===== src/rtl/clock_pkg.sv =====
// Shared BCD constants, digit type and helpers for the clock counters.
// Width-generic helpers work on a fixed-width vector and a digit count.
package clock_pkg;

  localparam int BCD_W   = 4;
  localparam int MAX_DIG = 8;
  localparam int MAX_W   = BCD_W * MAX_DIG;

  typedef logic [BCD_W-1:0] bcd_digit_t;

  function automatic logic bcd_valid(bcd_digit_t d);
    return d <= 4'd9;
  endfunction

  function automatic logic bcd_all_valid(
    logic [MAX_W-1:0] v,
    int digits
  );
    logic ok;
    ok = 1'b1;
    for (int i = 0; i < MAX_DIG; i++)
      if (i < digits)
        ok = ok & bcd_valid(v[i*BCD_W +: BCD_W]);
    return ok;
  endfunction

  function automatic int bcd_to_bin(
    logic [MAX_W-1:0] v,
    int digits
  );
    int acc;
    acc = 0;
    for (int i = MAX_DIG-1; i >= 0; i--)
      if (i < digits)
        acc = acc * 10 + int'(v[i*BCD_W +: BCD_W]);
    return acc;
  endfunction

  function automatic logic [MAX_W-1:0] bin_to_bcd(
    int v,
    int digits
  );
    logic [MAX_W-1:0] r;
    int x;
    r = '0;
    x = v;
    for (int i = 0; i < MAX_DIG; i++)
      if (i < digits) begin
        r[i*BCD_W +: BCD_W] = BCD_W'(x % 10);
        x = x / 10;
      end
    return r;
  endfunction

endpackage


===== src/rtl/bcd_digit_step.sv =====
// One BCD digit incremented or decremented when c_i is set;
// c_o ripples the decimal carry (up) or borrow (down) to the next digit.
module bcd_digit_step
  import clock_pkg::*;
(
  input  bcd_digit_t d_i,
  input  logic       dir_i,
  input  logic       c_i,
  output bcd_digit_t q_o,
  output logic       c_o
);

  always_comb begin
    q_o = d_i;
    c_o = 1'b0;
    if (c_i) begin
      if (!dir_i) begin
        if (d_i >= 4'd9) begin
          q_o = 4'd0;
          c_o = 1'b1;
        end else begin
          q_o = d_i + 4'd1;
        end
      end else begin
        if (d_i == 4'd0) begin
          q_o = 4'd9;
          c_o = 1'b1;
        end else begin
          q_o = d_i - 4'd1;
        end
      end
    end
  end

endmodule


===== src/rtl/bcd_mod_counter.sv =====
// Multi-digit BCD modulo counter with masked, range-checked load
// and carry/borrow pulse for cascading clock stages.
module bcd_mod_counter
  import clock_pkg::*;
#(
  parameter int DIGITS    = 2,
  parameter int MAX_VAL   = 23,
  parameter int MIN_VAL   = 0,
  parameter int RESET_VAL = 0
) (
  input  logic                clk,
  input  logic                CR,
  input  logic                tick,
  input  logic                en,
  input  logic                dir,
  input  logic                load,
  input  logic [DIGITS-1:0]   load_mask,
  input  logic [4*DIGITS-1:0] load_val,
  output logic [4*DIGITS-1:0] bcd_out,
  output logic                carry,
  output logic                load_err,
  output logic                at_max,
  output logic                at_min
);

  localparam int W = BCD_W * DIGITS;
  localparam logic [W-1:0] MAX_BCD = W'(bin_to_bcd(MAX_VAL, DIGITS));
  localparam logic [W-1:0] MIN_BCD = W'(bin_to_bcd(MIN_VAL, DIGITS));
  localparam logic [W-1:0] RST_BCD = W'(bin_to_bcd(RESET_VAL, DIGITS));

  if (!(MIN_VAL <= RESET_VAL && RESET_VAL <= MAX_VAL
        && MAX_VAL < 10**DIGITS && DIGITS <= MAX_DIG)) begin : g_bad_param
    $error("bcd_mod_counter: illegal MIN/RESET/MAX/DIGITS");
  end

  logic [W-1:0] value_q, value_d;
  logic         carry_q, carry_d;
  logic         err_q, err_d;

  logic [W-1:0]    merged, stepped;
  logic [DIGITS:0] c;
  int              cur_bin, mrg_bin;
  logic            cur_ok, mrg_ok, at_wrap;

  assign c[0] = 1'b1;

  for (genvar i = 0; i < DIGITS; i++) begin : g_dig
    assign merged[i*BCD_W +: BCD_W] = load_mask[i]
      ? load_val[i*BCD_W +: BCD_W]
      : value_q[i*BCD_W +: BCD_W];

    bcd_digit_step u_step (
      .d_i   (value_q[i*BCD_W +: BCD_W]),
      .dir_i (dir),
      .c_i   (c[i]),
      .q_o   (stepped[i*BCD_W +: BCD_W]),
      .c_o   (c[i+1])
    );
  end

  // Range and equality are judged on the binary value of the digits.
  assign cur_bin = bcd_to_bin(MAX_W'(value_q), DIGITS);
  assign mrg_bin = bcd_to_bin(MAX_W'(merged), DIGITS);

  assign cur_ok = bcd_all_valid(MAX_W'(value_q), DIGITS)
    && cur_bin >= MIN_VAL && cur_bin <= MAX_VAL;
  assign mrg_ok = bcd_all_valid(MAX_W'(merged), DIGITS)
    && mrg_bin >= MIN_VAL && mrg_bin <= MAX_VAL;

  // Ripple-out of the top digit also marks the wrap point.
  assign at_wrap = dir
    ? (cur_bin == MIN_VAL || c[DIGITS])
    : (cur_bin == MAX_VAL || c[DIGITS]);

  always_comb begin
    value_d = value_q;
    carry_d = 1'b0;
    err_d   = 1'b0;
    if (load) begin
      if (mrg_ok) value_d = merged;
      else        err_d   = 1'b1;
    end else if (tick && en) begin
      if (!cur_ok) begin
        value_d = dir ? MAX_BCD : MIN_BCD;
      end else if (at_wrap) begin
        value_d = dir ? MAX_BCD : MIN_BCD;
        carry_d = 1'b1;
      end else begin
        value_d = stepped;
      end
    end
  end

  always_ff @(posedge clk) begin
    if (CR) begin
      value_q <= RST_BCD;
      carry_q <= 1'b0;
      err_q   <= 1'b0;
    end else begin
      value_q <= value_d;
      carry_q <= carry_d;
      err_q   <= err_d;
    end
  end

  assign bcd_out  = value_q;
  assign carry    = carry_q;
  assign load_err = err_q;
  assign at_max   = cur_bin == MAX_VAL;
  assign at_min   = cur_bin == MIN_VAL;

endmodule


===== config.mk =====
export PLATFORM = sky130hd
export DESIGN_NAME = bcd_mod_counter
export DESIGN_NICKNAME = d
export VERILOG_FILES = /design/src/rtl/clock_pkg.sv /design/src/rtl/bcd_digit_step.sv /design/src/rtl/bcd_mod_counter.sv
export SDC_FILE = /design/constraint.sdc
export NUM_CORES = 1
export LEC_CHECK = 0
export ABC_AREA = 1
export CAP_MARGIN = 0
export CORE_AREA = 3 3 67 69
export DETAILED_ROUTE_END_ITERATION = 12
export DIE_AREA = 0 0 70 72
export PLACE_DENSITY = 0.67
export SETUP_SLACK_MARGIN = 0.5
export SYNTH_ARGS = -nofsm -noshare
export SYNTH_HDL_FRONTEND = slang
export SYNTH_SLANG_ARGS = --single-unit

===== constraint.sdc =====
create_clock -name clk -period 5.7 [get_ports clk]
set_clock_uncertainty 0.1 [all_clocks]
set_input_delay 1.425 -clock clk [delete_from_list [all_inputs] [get_ports clk]]
set_output_delay 1.425 -clock clk [all_outputs]
set_load 0.02 [all_outputs]

==> flow_metrics.env, run 1 <==
export IMPL_clock_latency_ns=0.24
export IMPL_slew_viol_final=0
export IMPL_combPwrFrac=0.698
export IMPL_irDropWorstVdd_v=0.000162
export IMPL_initialDrtViolationCount=65
export IMPL_avgSynthCellArea_um2=6.35
export IMPL_netlist_cell_type_count=35
export IMPL_dpl_cell_area_um2=2080
export IMPL_die_x_um=70
export IMPL_switching_share=0.514
export IMPL_intPower_mw=0.304
export IMPL_clk_pin_slew_worst_paths_ns=0.05
export IMPL_syn_inst=279
export IMPL_end_kind="primary output"
export IMPL_cts_buffer_depth=2
export IMPL_ys_seq_area_frac=0.113
export IMPL_p_sw_mw=0.321
export IMPL_cts_htree_levels=1
export IMPL_viasPerCell=5.17
export IMPL_finalPower_mw=0.625
export IMPL_powerDensity_nw_per_um2=294
export IMPL_slew_headroom=0.604
export IMPL_rsz0062_at_grt="false"
export IMPL_final_cells=356
export IMPL_crit_type="register to primary output"
export IMPL_first_pass_iters=4
export IMPL_numCtsBuffers=3
export IMPL_fp_dieH_um=72
export IMPL_grt_max_degree=13
export IMPL_cts_resized=0
export IMPL_antenna_found_initial=0
export IMPL_cts_setup_buffers=0
export IMPL_gp_congestion=0.848
export IMPL_grt_pass1_wl_um=7580
export IMPL_diodes=0
export IMPL_whs_ns=0.448
export IMPL_path_cells="ha_1 -> ha_1 -> fa_1 -> nand2_1 -> inv_2 -> nand2_1 -> nand2_2 -> nand2_2 -> nand2_4 -> nand2_1 -> inv_1 -> nand2_1 -> inv_1 -> clkdlybuf4s50_1"
export IMPL_core_um2=3970
export IMPL_dpl_cell_count=353
export IMPL_clkPwrFrac=0.118
export IMPL_postCtsHoldBufs=0
export IMPL_max_slew_worst_pin_slew_ns=0.588
export IMPL_yosysWarnings=0
export IMPL_critPathMaxStageDelay_ns=0.60
export IMPL_status="finished clean"
export IMPL_fin_area_um2=2130
export IMPL_cp_max_fo=12
export IMPL_drive_gt1_frac=0.108
export IMPL_max_cap_violations=0
export IMPL_routed_via_count=1839
export IMPL_drc=0
export IMPL_hold_depth=2
export IMPL_cts_tree="done"
export IMPL_finalNetCount=349
export IMPL_synthToLayoutAreaGrowth_pct=20.1
export IMPL_start_util=0.446
export IMPL_sequentialPowerShare=0.184
export IMPL_critPathLaunchType="register"
export IMPL_netlist_area_um2=1770
export IMPL_portBuffers=27
export IMPL_fin_ws_ns=0.890
export IMPL_crit_required_ns=4.18
export IMPL_grt_util_all_layers=0.179
export IMPL_dpl_hpwl_um=3550
export IMPL_fin_crit_sh=0.844
export IMPL_period_minus_slack_ns=4.81
export IMPL_arrival_ns=3.28
export IMPL_root_buffer="clkbuf_8"
export IMPL_hold_violations=0
export IMPL_post_route_util=0.535
export IMPL_dieArea_um2=5040
export IMPL_reg2reg_depth=13
export IMPL_cpMostUsedCell="nand2_1"
export IMPL_antenna_left=0
export IMPL_detail_route_wl_per_cell_um=12.2
export IMPL_grt_pass1_vias=1782
export IMPL_leakage_nw=1.07
export IMPL_pre_cts_ws_ns=1.02
export IMPL_io_pins=28
export IMPL_grt_overflow_total=0
export IMPL_ys_ff_latch=10
export IMPL_hold_class="register to register"
export IMPL_clock_sinks=10
export IMPL_setup_tns_ns=0
export IMPL_cp_slowest_cell="fa_1"
export IMPL_fmax_ghz=0.208
export IMPL_drt_total_wl_um=4350
export IMPL_synth_nets=320
export IMPL_setup_violations=0
export IMPL_rows=23
==> cell usage after synthesis, drive strengths merged <==
cell	count	area [µm²]
xor2	7	61.3
buf	2	15.0
o211ai	4	30.0
ha	21	263
a211oi	1	7.51
a21oi	17	96.4
o31ai	1	7.51
o22ai	1	6.26
nand2	83	359
a22oi	1	7.51
clkbuf	1	3.75
dfxtp	10	200
or3	1	6.26
and3	2	12.5
o21ai	23	115
nand3b	3	38.8
o21a	1	7.51
nand4	5	31.3
nor2	17	71.3
nand3	29	168
or2	1	6.26
inv	35	134
clkinv	2	7.51
fa	4	80.1
nor3	7	35.0
==> critical path: cells and delay by family (launching register included) <==
family	cells	cell delay [ns]
and+or+nand+nor	7	0.55
adders and majority gates	3	1.14
DFF	1	0.57
buffers and inverters	4	0.77
==> per-layer routing <==
metal	vias to the layer above	part of all wire	track usage
li1	994	-	-
met1	797	0.48	0.229
met2	42	0.47	0.321
met3	6	0.042	0.0194
met4	0	0.014	0.0426
met5	-	0	0
==> cells by family (layout without fill, tap and decap cells) <==
| family | after synthesis | in the layout | synth area share |
|---|---|---|---|
| XOR/XNOR | 7 | 7 | 0.0346 |
| adder cells (fa/ha/maj) | 25 | 25 | 0.194 |
| AND/OR/NAND/NOR | 148 | 148 | 0.411 |
| buffers and inverters | 40 | 67 | 0.0905 |
| flip-flops | 10 | 10 | 0.113 |
| AO/OA/AOI/OAI | 49 | 49 | 0.157 |
==> cells in the final DEF (no fill, tap or decap), drive strengths merged <==
| cell | count |
|---|---|
| nor2 | 17 |
| ha | 21 |
| a22oi | 1 |
| clkbuf | 3 |
| o21a | 1 |
| nand2 | 83 |
| dfxtp | 10 |
| nor3 | 7 |
| or3 | 1 |
| fa | 4 |
| and3 | 2 |
| o21ai | 23 |
| clkinv | 2 |
| a21oi | 17 |
| o22ai | 1 |
| o211ai | 4 |
| a211oi | 1 |
| nand4 | 5 |
| nand3b | 3 |
| clkdlybuf4s50 | 27 |
| nand3 | 29 |
| inv | 35 |
| o31ai | 1 |
| xor2 | 7 |
| or2 | 1 |
==> final timing paths <==
check	startpoint	to	slack (ns)
max	bcd_out[7]$_SDFFE_PP0P_	at_min	0.89
min	bcd_out[1]$_SDFFE_PP0P_	bcd_out[1]$_SDFFE_PP0P_	0.45
max reg2reg	bcd_out[4]$_SDFFE_PP0P_	bcd_out[7]$_SDFFE_PP0P_	2.33
min reg2reg	bcd_out[1]$_SDFFE_PP0P_	bcd_out[1]$_SDFFE_PP0P_	0.45
==> flip-flops by register name, indices dropped and copies added (netlist names) <==
signal    flops
bcd_out       8
load_err      1
carry         1
==> area by class of cell <==
class,count,area [µm²]
Tap cell,50,62.6
Fill cell,401,1850
Sequential cell,10,200
Clock buffer,3,41.3
Multi-Input combinational cell,229,1410
Inverter,37,141
Timing Repair Buffer,27,270
==> power groups by stage <==
stage	sequential [mW]	clock, mW	combinational, mW
5_1_grt	0.119	0.0762	0.499
2_1_floorplan	0.117	0	0.320
3_3_place_gp	0.117	0	0.431
3_5_place_dp	0.117	0	0.436
4_1_cts	0.116	0.0744	0.439
6_report	0.115	0.0737	0.436
Note: power is estimated with default switching activity, not from simulation.
==> run 2, diff against run 1 <==
- clock period: 5.7 -> 4.91 ns (I/O delays scaled with it)
==> run 2 against run 1 <==
  * Power rose by 20%
  * Design area rose by 2.0%
  * Utilization rose by 1.1 points
  * Clock power rose by 41%
  * Register-to-register slack got worse by 0.72 ns
  * Non-clock buffer count rose by 3
  * Count of clock-buffer cells in the layout rose by 1
  * Sequential cell count did not move
==> flow_metrics.env, run 2 (synthesized netlist as in run 1, its figures left out) <==
export IMPL_period_minus_slack_ns=4.17
export IMPL_hold_class="register to register"
export IMPL_leakage_nw=1.13
export IMPL_fin_crit_sh=0.850
export IMPL_arrival_ns=2.85
export IMPL_diodes=0
export IMPL_fin_ws_ns=0.735
export IMPL_largest_reg_flops=8
export IMPL_io_pins=28
export IMPL_slew_viol_final=0
export IMPL_dpl_hpwl_um=3660
export IMPL_grt_util_all_layers=0.186
export IMPL_dpl_cell_area_um2=2110
export IMPL_clock_sinks=10
export IMPL_pre_cts_ws_ns=0.429
export IMPL_antenna_left=0
export IMPL_drc=0
export IMPL_max_slew_worst_pin_slew_ns=0.610
export IMPL_final_common_cell="nand2_1"
export IMPL_dieArea_um2=5040
export IMPL_cpMostUsedCell="nand2_1"
export IMPL_gp_congestion=0.839
export IMPL_routed_via_count=1869
export IMPL_initialDrtViolationCount=53
export IMPL_critPathMaxStageDelay_ns=0.60
export IMPL_post_route_util=0.546
export IMPL_fin_area_um2=2170
export IMPL_crit_type="register to primary output"
export IMPL_drt_total_wl_um=4500
export IMPL_finalPower_mw=0.752
export IMPL_portBuffers=27
export IMPL_slew_headroom=0.589
export IMPL_r2r_start="bcd_out[4]$_SDFFE_PP0P_"
export IMPL_path_cells="buf_4 -> ha_1 -> ha_1 -> fa_2 -> nand2_1 -> inv_2 -> nand2_1 -> nand2_2 -> nand2_2 -> nand2_4 -> nand2_1 -> inv_1 -> nand2_1 -> inv_1 -> dlygate4sd2_1"
export IMPL_cts_resized=2
export IMPL_synthToLayoutAreaGrowth_pct=22.5
export IMPL_drive_gt1_frac=0.123
export IMPL_cp_max_fo=7
export IMPL_fp_dieH_um=72
export IMPL_max_cap_violations=0
export IMPL_grt_max_degree=12
export IMPL_status="finished clean"
export IMPL_num_fill_cells=381
export IMPL_cp_slowest_cell="fa_2"
export IMPL_layout_common_cells="68 x nand2_1, 27 x inv_1, 26 x nand3_1"
export IMPL_grt_pass1_wl_um=7860
export IMPL_fmax_ghz=0.240
export IMPL_finalNetCount=352
export IMPL_start_util=0.446
export IMPL_end_kind="primary output"
export IMPL_hold_violations=0
export IMPL_die_x_um=70
export IMPL_irDropWorstVdd_v=0.000190
export IMPL_rsz0062_at_grt="false"
export IMPL_clock_latency_ns=0.24
export IMPL_postCtsHoldBufs=0
export IMPL_numCtsBuffers=3
export IMPL_powerDensity_nw_per_um2=347
export IMPL_rows=23
export IMPL_antenna_found_initial=0
export IMPL_clk_pin_slew_worst_paths_ns=0.05
export IMPL_core_um2=3970
export IMPL_critPathLaunch="bcd_out[5]$_SDFFE_PP0P_"
export IMPL_min_from="bcd_out[1]$_SDFFE_PP0P_"
export IMPL_first_pass_iters=4
export IMPL_cts_htree_levels=1
export IMPL_root_buffer="clkbuf_8"
export IMPL_setup_tns_ns=0
export IMPL_crit_required_ns=3.58
export IMPL_cts_setup_buffers=0
export IMPL_grt_pass1_vias=1822
export IMPL_grt_overflow_total=0
export IMPL_multi_input_area_um2=1410
export IMPL_seq_area_um2=200
export IMPL_critPathLaunchType="register"
export IMPL_cts_buffer_depth=2
export IMPL_cts_tree="done"
export IMPL_detail_route_wl_per_cell_um=12.5
export IMPL_setup_violations=0
export IMPL_viasPerCell=5.19
run 2: cell types whose count changed in the layout (fill, tap and decap cells not counted):
cell,previous run,this run
buf_4,0,3
clkdlybuf4s50_1,27,24
dlymetal6s2s_1,0,2
clkbuf_8,3,4
dlygate4sd2_1,0,1
fa_1,4,3
fa_2,0,1
run 2: worst paths after layout:
kind	slack [ns]	depth (start not counted)	endpoint
setup reg to reg	1.61	14	bcd_out[7]$_SDFFE_PP0P_
setup / recovery	0.74	15	at_min
hold / removal	0.46	2	bcd_out[1]$_SDFFE_PP0P_
hold reg to reg	0.46	2	bcd_out[1]$_SDFFE_PP0P_
run 2: cell type report:
cell class / count / share of cell area
clock buffers: 4 / 0.0254
inverters: 37 / 0.0652
multi-input cells: 229 / 0.651
flip-flops and latches: 10 / 0.0923
well taps: 50 / 0.0289
repair buffers: 30 / 0.137
run 2: report_power, final:
group          leakage [nW]  total (mW)  internal [mW]  switching (mW)
registers            0.0820       0.121         0.0960          0.0253
logic                  1.02       0.526          0.206           0.321
clock network        0.0288       0.104         0.0706          0.0338
total                  1.13       0.752          0.372           0.380
run 2: per-layer routing:
layer | GRT usage | wire length [µm]
met1 | 0.235 | 2150
met2 | 0.339 | 2170
met3 | 0.0222 | 131
met4 | 0.0447 | 48
met5 | 0 | 0
run 2: worst max-delay path, delay by kind of cell, from the launching register on:
family        cells  cell delay, ns
simple gates      7            0.54
buf+inv           5            0.65
flops             1            0.29
fa+ha+maj         3            1.12
run 2: stage by stage:
step | hold WS [ns] | instances
after floorplan | 0.474 | 279
after global placement | 0.440 | 356
after detailed placement | 0.452 | 356
after CTS | 0.464 | 360
after global routing | 0.485 | 360
final | 0.462 | 360
